`config.mk`:
```
export PLATFORM = sky130hd
export DESIGN_NAME = return_coin_dispenser
export DESIGN_NICKNAME = d
export VERILOG_FILES = /design/src/rtl/return_coin_dispenser.sv
export SDC_FILE = /design/constraint.sdc
export NUM_CORES = 1
export LEC_CHECK = 0
export ABC_AREA = 1
export CORE_ASPECT_RATIO = 0.7
export CORE_MARGIN = 2
export CORE_UTILIZATION = 42
export DETAILED_ROUTE_END_ITERATION = 12
export PLACE_DENSITY = 0.78
export SYNTH_ARGS = -nofsm -noshare
export SYNTH_HDL_FRONTEND = slang
export SYNTH_SLANG_ARGS = --single-unit
```
`constraint.sdc`:
```
create_clock -name clk -period 2.9 [get_ports clk]
set_input_delay 0.435 -clock clk [delete_from_list [all_inputs] [get_ports clk]]
set_output_delay 0.435 -clock clk [all_outputs]
set_load 0.02 [all_outputs]
```
`src/rtl/return_coin_dispenser.sv`:
```
// Greedy coin-return sequencer: ejects the largest fitting coin each cycle until the balance falls below the smallest coin.
// Optional idle-timeout auto-return is enabled by defining RETURN_TIMEOUT_EN.
`ifndef kTotalBits
`define kTotalBits 16
`endif
`ifndef kNumCoins
`define kNumCoins 3
`endif

module return_coin_dispenser #(
   parameter int unsigned COIN0_VALUE = 100,
   parameter int unsigned COIN1_VALUE = 500,
   parameter int unsigned COIN2_VALUE = 1000
) (
   input  logic                     clk,
   input  logic                     reset,
   input  logic [`kTotalBits-1:0]   current_total,
   input  logic                     i_trigger_return,
   input  logic                     i_activity,
   input  logic [31:0]              wait_time,
   output logic [`kNumCoins-1:0]    o_return_coin,
   output logic                     o_busy,
   output logic                     o_done
);

   localparam int unsigned TOTAL_BITS = `kTotalBits;
   localparam int unsigned NUM_COINS  = `kNumCoins;
   localparam int unsigned WAIT_BITS  = 32;

   localparam logic [TOTAL_BITS-1:0] C0 = TOTAL_BITS'(COIN0_VALUE);
   localparam logic [TOTAL_BITS-1:0] C1 = TOTAL_BITS'(COIN1_VALUE);
   localparam logic [TOTAL_BITS-1:0] C2 = TOTAL_BITS'(COIN2_VALUE);

   typedef enum logic [1:0] {
      IDLE     = 2'd0,
      DISPENSE = 2'd1,
      DONE     = 2'd2
   } state_t;

   state_t                  state, state_nxt;
   logic [TOTAL_BITS-1:0]   remaining, remaining_nxt;
   logic [TOTAL_BITS-1:0]   coin_val_c;
   logic [NUM_COINS-1:0]    coin_c;
   logic                    start_c;
   logic [WAIT_BITS-1:0]    wait_cnt, wait_nxt;

`ifdef RETURN_TIMEOUT_EN
   // Timeout fires on the edge that would take the counter to zero; activity defers it, a trigger never does.
   logic timeout_c;
   assign timeout_c = (current_total != '0) && (wait_cnt <= WAIT_BITS'(1));
   assign start_c   = i_trigger_return || (!i_activity && timeout_c);
`else
   logic unused_c;
   assign unused_c  = ^{wait_time, i_activity};
   assign start_c   = i_trigger_return;
`endif

   always_ff @(posedge clk) begin
      if (reset) begin
         state     <= IDLE;
         remaining <= '0;
         wait_cnt  <= wait_time;
      end else begin
         state     <= state_nxt;
         remaining <= remaining_nxt;
         wait_cnt  <= wait_nxt;
      end
   end

   always_comb begin
      state_nxt     = state;
      remaining_nxt = remaining;
      wait_nxt      = wait_cnt;
      coin_c        = '0;
      coin_val_c    = '0;
      o_busy        = 1'b0;
      o_done        = 1'b0;

      case (state)
         IDLE: begin
            if (start_c) begin
               if (current_total >= C0) begin
                  state_nxt     = DISPENSE;
                  remaining_nxt = current_total;
               end else begin
                  state_nxt     = DONE;
               end
`ifdef RETURN_TIMEOUT_EN
            end else if (i_activity) begin
               wait_nxt = wait_time;
            end else if ((current_total != '0) && (wait_cnt != '0)) begin
               wait_nxt = wait_cnt - WAIT_BITS'(1);
`endif
            end
         end

         DISPENSE: begin
            o_busy = 1'b1;
            // Greedy pick; the residual below the smallest coin stays in the machine.
            if (remaining >= C2) begin
               coin_c     = NUM_COINS'(3'b100);
               coin_val_c = C2;
            end else if (remaining >= C1) begin
               coin_c     = NUM_COINS'(3'b010);
               coin_val_c = C1;
            end else if (remaining >= C0) begin
               coin_c     = NUM_COINS'(3'b001);
               coin_val_c = C0;
            end
            remaining_nxt = remaining - coin_val_c;
            if (remaining_nxt < C0) begin
               state_nxt = DONE;
            end
         end

         DONE: begin
            o_done    = 1'b1;
            state_nxt = IDLE;
            wait_nxt  = wait_time;
         end

         default: begin
            state_nxt = IDLE;
         end
      endcase

      o_return_coin = coin_c;
   end

endmodule

```
==> reports/results.ini, run 1 <==
[timing]
setup_total_negative_slack_ns=-0.0225
worst_slew_margin_rel_pct=48.6
setup_repair_after_global_routing_missed_its_margin=true
finalHoldViolations=0
layout_worst_path_cycle_share_pct=101
final_critical_path_setup_slack_ns=-0.0225
finClkSkew_ns=0.00228
timing.final.setup_violations=1
slew_viol_final=0
timing.hold.ws_ns=0.542
min_period_ns=2.92
max_freq_ghz=0.342
tightest_slew_ns=0.770

[clocking]
clockBufferDepth=2
cts-hold-fix-buffers=0
ctsRootBufferMaster=clkbuf_8
path_clk_slew_ns=0.06
htree_num_levels=1
tritoncts=done
cts-buffers-inserted=3
worst_skew_pair.late_latency_ns=0.25
cts.sinks=16

[worst_setup_path]
worst_ep_required_time_ns=3.04
r2r_slack_ns=-0.02
worstPathCellList=nor2_4, inv_2, nor2_4, inv_2, nor3_2, inv_2, a31oi_4, inv_1, nor2_1, ha_2, inv_2, fa_2, nand3_2, nand3_4, nand2_4, nand3_4, nand2_2, nand3_2, nor2_2, nand3_2, nand2_1, a21oi_1
worstSetupStartpointType=register
r2r-end=state[0]$_SDFFE_PP0P_
regToRegStartpoint=remaining[13]$_SDFFE_PP0P_
path_max_fanout=4
ff2ff_path_depth=22
critPathSlowestCell=fa_2
arrival_ns=3.06
worst_path_largest_cell_delay_ns=0.40
worst_path_most_repeated_cell=inv_2
worstSetupPathType=reg -> reg
worstSetupEndpointType=register

[yosys]
syn_warnings=0
synth_top_area_share_pct=19.0
syn-cell-area_um2=1680
synth.yosys.seq_area_share_pct=19.0
synth_top_cell_by_area=dfxtp_1
synthCells=290
synth_flop_cell=dfxtp_1
syn_area_per_cell_um2=5.80
synthesis.nets=351
ys_ff_latch=16
synth_edf_count=0
synth_cell_types=31
yosys-top-cells-area=dfxtp_1, nand2_1, nor2_1
async_s_r_ff_share_synth_pct=0

[drt]
drt-vias-per-instance=5.00
drt_pre_antenna_iters=4
ant_nets=0
detailroute.via_count=1945
wl_mm=4.75
drt_first_iter_violations=165
wire_per_inst_um=12.2
drc_errors=0

[floorplan]
initial_util_pct=43.4
die-width_um=79.7
die_area_um2=4540
boundaryPins=57
die_height_um=57.0
core_region_area_um2=3870
placementRows=19

[pwr]
ir_worst_vdd_mv=0.340
comb_power_share_pct=65.6
clkPwrFrac_pct=12.4
power_switching_share_pct=44.2
p_per_area_nw_per_um2=571
net-switching-power_uw=582
report.power.total_uw=1320
p_leak_uw=0.00116
seqPwrFrac_pct=22.0
p_int_uw=736

[final_layout]
layout_commonest_cell=nand2_1
nFillCells=364
syn2layout_area_growth_pct=37.2
multi_input_combinational_cell_area_um2=1290
finish.instance_area_um2=2310
antenna-diode-count=0
layout_common_cells=nand2_1, nor2_1, inv_1, buf_4, clkdlybuf4s50_1
storage_cell_area_um2=322
final_cell_count_no_fill=389
finalNetCount=400
post_route_cells_drive_above_1_share_pct=26.7

[worst_hold_path]
whs_endpoint=remaining[14]$_SDFFE_PP0P_
hold_path_class=reg -> reg
min_from=remaining[14]$_SDFFE_PP0P_
hold_depth=2

[grt]
pin_count_of_the_biggest_net_entering_global_routing=24
grt_overflow_total=0
antenna_violations_before_repair=0
global_route.usage.total_pct=21.3
grt_first_pass_wirelength_mm=7.71
first_global_vias=1756

[flow_run]
max_cap_viol_count=0

[placement]
place_area_um2=2110
routabilityCongestion=0.866
dp_hpwl_mm=3.63
instance_count_after_placement_with_tap_cells_included=382
placement.io_buffers=21

[run_status]
run_status=finished with violations
failing_checks=negative setup slack

-- metrics by stage --
| stage | util (%) | setup slack (ns) |
|---|---|---|
| global route | 59.6 | -0.210 |
| CTS | 55.6 | 0.000756 |
| detailed placement | 54.5 | -0.0498 |
| floorplan | - | 0.167 |
| finish | 59.6 | -0.0225 |
| global placement | 54.5 | -0.0699 |
-- sequential cells by signal (all words and copies together) (netlist names) --
name       count
remaining     14
state          2
-- cell type report --
cell class / instances / area share [%]
Sequential cell: 16 / 13.9
Multi-Input combinational cell: 225 / 56.1
Tap cell: 52 / 2.82
Clock buffer: 3 / 1.79
Inverter: 44 / 7.15
Timing Repair Buffer: 49 / 18.2
-- cell usage after synthesis, types with 2 or more instances --
cell / number
dfxtp_1: 16
nor3_1: 12
a21oi_1: 8
nand2_2: 3
nor2_1: 41
o21ai_1: 5
xor2_1: 2
o21ai_0: 13
nand3_2: 5
nand4_1: 3
inv_2: 7
nand2_1: 79
ha_1: 8
nor2_2: 6
inv_1: 37
clkbuf_1: 3
xnor2_1: 2
nand2_4: 2
or2_2: 7
nand3b_1: 2
nand3_1: 19
-- layer usage --
layer / wire length [µm] / track usage [%] / vias to the layer above
met3: 224 / 2.53 / 4
met1: 2490 / 32.3 / 864
met5: 0 / 0 / -
li1: - / - / 1016
met4: 18 / 4.68 / 0
met2: 2020 / 32.4 / 61
-- what timing repair did --
item,in CTS,in global routing
gates resized for setup,1,31
buffers inserted,0,4
pin swaps,0,16
endpoints found under the setup margin,2,9
-- power groups by stage --
stage	registers (µW)	logic, µW	clock network (µW)
floorplan	285	472	0
global placement	288	735	0
detailed placement	289	743	0
CTS	285	754	168
global route	295	953	179
finish	290	865	163
-- critical path: cells and delay by family, from the launching register on --
family,cells,cell delay [ns]
fa+ha+maj,2,0.59
buf+inv,5,0.28
simple gates,13,1.42
compound gates,2,0.19
flops,1,0.33
-- worst max path at each step --
| stage | cells after the start | slack (ns) | end | start |
|---|---|---|---|---|
| 3_3_place_gp | 20 | -0.07 | state[0]$_SDFFE_PP0P_ | remaining[12]$_SDFFE_PP0P_ |
| 3_5_place_dp | 22 | -0.05 | state[0]$_SDFFE_PP0P_ | remaining[12]$_SDFFE_PP0P_ |
| 4_1_cts | 19 | 0.0008 | state[0]$_SDFFE_PP0P_ | remaining[12]$_SDFFE_PP0P_ |
| 2_1_floorplan | 22 | 0.17 | state[0]$_SDFFE_PP0P_ | remaining[12]$_SDFFE_PP0P_ |
| 5_1_grt | 22 | -0.21 | state[0]$_SDFFE_PP0P_ | remaining[13]$_SDFFE_PP0P_ |
| 6_report | 22 | -0.02 | state[0]$_SDFFE_PP0P_ | remaining[13]$_SDFFE_PP0P_ |
-- kinds of logic after synthesis --
kind of cell	after synthesis	synth area share, %
AOI/OAI and AO/OA	31	11.0
xor gates and xnor gates	4	2.08
adders and majority gates	9	7.14
buffers and inverters	49	11.4
DFF	16	19.0
and+or+nand+nor	181	49.3
Note: power is estimated with default switching activity, not from simulation.
==> inputs of run 2 (changes only) <==
Settings changed: ABC_AREA 1 to not set, CORE_UTILIZATION 42 to 39, CTS_CLUSTER_DIAMETER set to 60, PLACE_DENSITY 0.78 to 0.76.
==> reports/results.ini, run 2 <==
[run_status]
run_status=finished with violations
failing_checks=negative setup slack

[final_layout]
layout_commonest_cell=buf_4
flip_flop_count_of_the_largest_register_after_layout=14
syn2layout_area_growth_pct=72.2
post_route_cells_drive_above_1_share_pct=40.5
antenna-diode-count=0
nFillCells=301
layout_common_cells=buf_4, clkdlybuf4s50_1, a21oi_1, dfxtp_1, nor2_1
finalCoreUtilization_pct=70.4
finalNetCount=332
top_register=remaining
largestRegisters=remaining: 14 flops, state: 2 flops

[yosys]
synthesis.nets=255
yosys-top-cells-area=dfxtp_1, a211oi_1, ha_1
synth_flop_cell=dfxtp_1
synth_cell_types=48
syn_area_per_cell_um2=7.50
synth_edf_count=0
syn-cell-area_um2=1460
ys_ff_latch=16
synth_top_cell_by_area=dfxtp_1
async_s_r_ff_share_synth_pct=0
synth.yosys.seq_area_share_pct=22.0
top_cell_types_by_occurrence_after_synthesis=a21oi_1, nor2_1, a211oi_1, dfxtp_1
synth_top_area_share_pct=22.0
synthCells=194
syn_warnings=0
synth_most_common_cell=a21oi_1

[drt]
wl_mm=5.51
detailroute.via_count=1783
drt_pre_antenna_iters=4
wire_per_inst_um=17.3
ant_nets=0
drt_first_iter_violations=94
drc_errors=0
drt-vias-per-instance=5.59

[pwr]
p_per_area_nw_per_um2=603
p_leak_uw=0.00103
ir_worst_vdd_mv=0.343

[timing]
finalHoldViolations=0
tightest_slew_ns=0.710
final_critical_path_setup_slack_ns=-1.09
layout_worst_path_cycle_share_pct=138
slew_viol_final=0
worst_slew_margin_rel_pct=52.5
max_freq_ghz=0.251
setup_repair_after_global_routing_missed_its_margin=true
finClkSkew_ns=0.000803
timing.final.setup_violations=13
min_period_ns=3.99
setup_total_negative_slack_ns=-6.37

[worst_setup_path]
setup.worst_path.start=remaining[11]$_SDFFE_PP0P_
worst_ep_required_time_ns=3.07
path_max_fanout=2
critPathSlowestCell=or4_4
worstSetupStartpointType=register
worstSetupEndpointType=register
arrival_ns=4.15
r2r-end=state[1]$_SDFFE_PP0P_
worstPathCellList=or3_4, or4_4, or3_4, nor2_4, nor3_2, ha_2, inv_2, fa_2, a21oi_4, o2111a_1, or4_4, a31oi_4, o311ai_4, or4_1, a21oi_1
r2r_slack_ns=-1.09
crit_end=state[1]$_SDFFE_PP0P_
regToRegStartpoint=remaining[11]$_SDFFE_PP0P_
worstSetupPathType=reg -> reg
worst_path_largest_cell_delay_ns=0.55
ff2ff_path_depth=15

[grt]
pin_count_of_the_biggest_net_entering_global_routing=17
grt_first_pass_wirelength_mm=8.48
global_route.usage.total_pct=26.2
antenna_violations_before_repair=0
first_global_vias=1788
grt_overflow_total=0

[floorplan]
die-width_um=77.0
die_height_um=55.1
initial_util_pct=40.9
core_region_area_um2=3560
placementRows=18
die_area_um2=4240
boundaryPins=57

[placement]
dp_hpwl_mm=3.77
dp_slack_ns=-1.04
routabilityCongestion=0.898
placement.io_buffers=21

[clocking]
cts-hold-fix-buffers=0
cts.sinks=16
clockBufferDepth=2
cts-buffers-inserted=3
worst_skew_pair.late_latency_ns=0.25
ctsRootBufferMaster=clkbuf_8
htree_num_levels=1
path_clk_slew_ns=0.06
tritoncts=done

[worst_hold_path]
hold_path_class=reg -> reg
hold_depth=2

[flow_run]
max_cap_viol_count=0

## run 2: cell types whose count changed in the layout (fill, tap and decap cells not counted), sizes merged, moves of 4 or more
cell,delta
mux2i,+7
buf,+33
nand2,-74
inv,-34
and2,+4
a21oi,+10
a211oi,+16
nor3,-4
o21ai,-9
nor2,-31
nor2b,+4
or2,-6
nand3,-18
## run 2: critical path: cells and delay by family (launching register included)
family	cells	cell delay, ns
AND/OR/NAND/NOR	7	2.30
AO/OA/AOI/OAI	5	0.80
adder cells (fa/ha/maj)	2	0.42
flip-flops	1	0.32
buffers and inverters	1	0.06
## run 2: cells by family after synthesis
family,Yosys count,share of synthesized area (%)
simple gates,72,26.3
compound gates,65,30.3
buf+inv,20,5.33
flops,16,22.0
fa+ha+maj,9,8.25
mux,7,4.82
xor+xnor,5,3.01
## run 2: routing by layer
layer	GRT usage [%]	share of wire (%)
met1	31.9	47
met2	46.6	47
met3	6.49	3.8
met4	9.23	1.8
met5	0	0
## run 2: what timing repair did
item | 4_1_cts | 5_1_grt
setup endpoints to repair | 15 | 17
resized for setup | 37 | 13
buffers inserted | 5 | 1
pin swaps | 12 | 4
## run 2: cell type report
| cell class | instances | area [µm²] | area share [%] |
|---|---|---|---|
| sequential | 16 | 322 | 12.8 |
| clock buffer | 3 | 41.3 | 1.65 |
| tap | 50 | 62.6 | 2.50 |
| inverter | 10 | 37.5 | 1.50 |
| multi-input combinational | 158 | 1360 | 54.1 |
| timing repair buffer | 82 | 688 | 27.5 |
## run 2: worst min-delay path by stage
stage	from	to	slack, ns
after floorplan	remaining[13]$_SDFFE_PP0P_	remaining[13]$_SDFFE_PP0P_	0.52
after detailed placement	state[1]$_SDFFE_PP0P_	remaining[13]$_SDFFE_PP0P_	0.60
after global routing	state[0]$_SDFFE_PP0P_	remaining[12]$_SDFFE_PP0P_	0.66
final	remaining[6]$_SDFFE_PP0P_	remaining[6]$_SDFFE_PP0P_	0.64
after global placement	state[1]$_SDFFE_PP0P_	remaining[13]$_SDFFE_PP0P_	0.60
after CTS	remaining[6]$_SDFFE_PP0P_	remaining[6]$_SDFFE_PP0P_	0.63
## run 2: stage by stage
| stage | instances | total power [µW] | hold slack [ns] | instance area [µm²] |
|---|---|---|---|---|
| final | 319 | 1510 | 0.638 | 2510 |
| after global routing | 319 | 1600 | 0.663 | 2510 |
| after CTS | 318 | 1400 | 0.633 | 2440 |
| after detailed placement | 310 | 1050 | 0.600 | 2160 |
| after global placement | 310 | 1030 | 0.597 | 2160 |
| after floorplan | 194 | 684 | 0.523 | 1530 |
## run 2: where the power goes
part	internal [µW]	switching (µW)	total, µW
sequential	247	25.5	272
combinational	570	500	1070
clock	92.1	75.7	168
==> inputs of run 3 (changes only) <==
Settings changed: CAP_MARGIN set to 30.
==> results of run 3 <==
No change in the layout: final DEF, timing and power equal those of run 2.
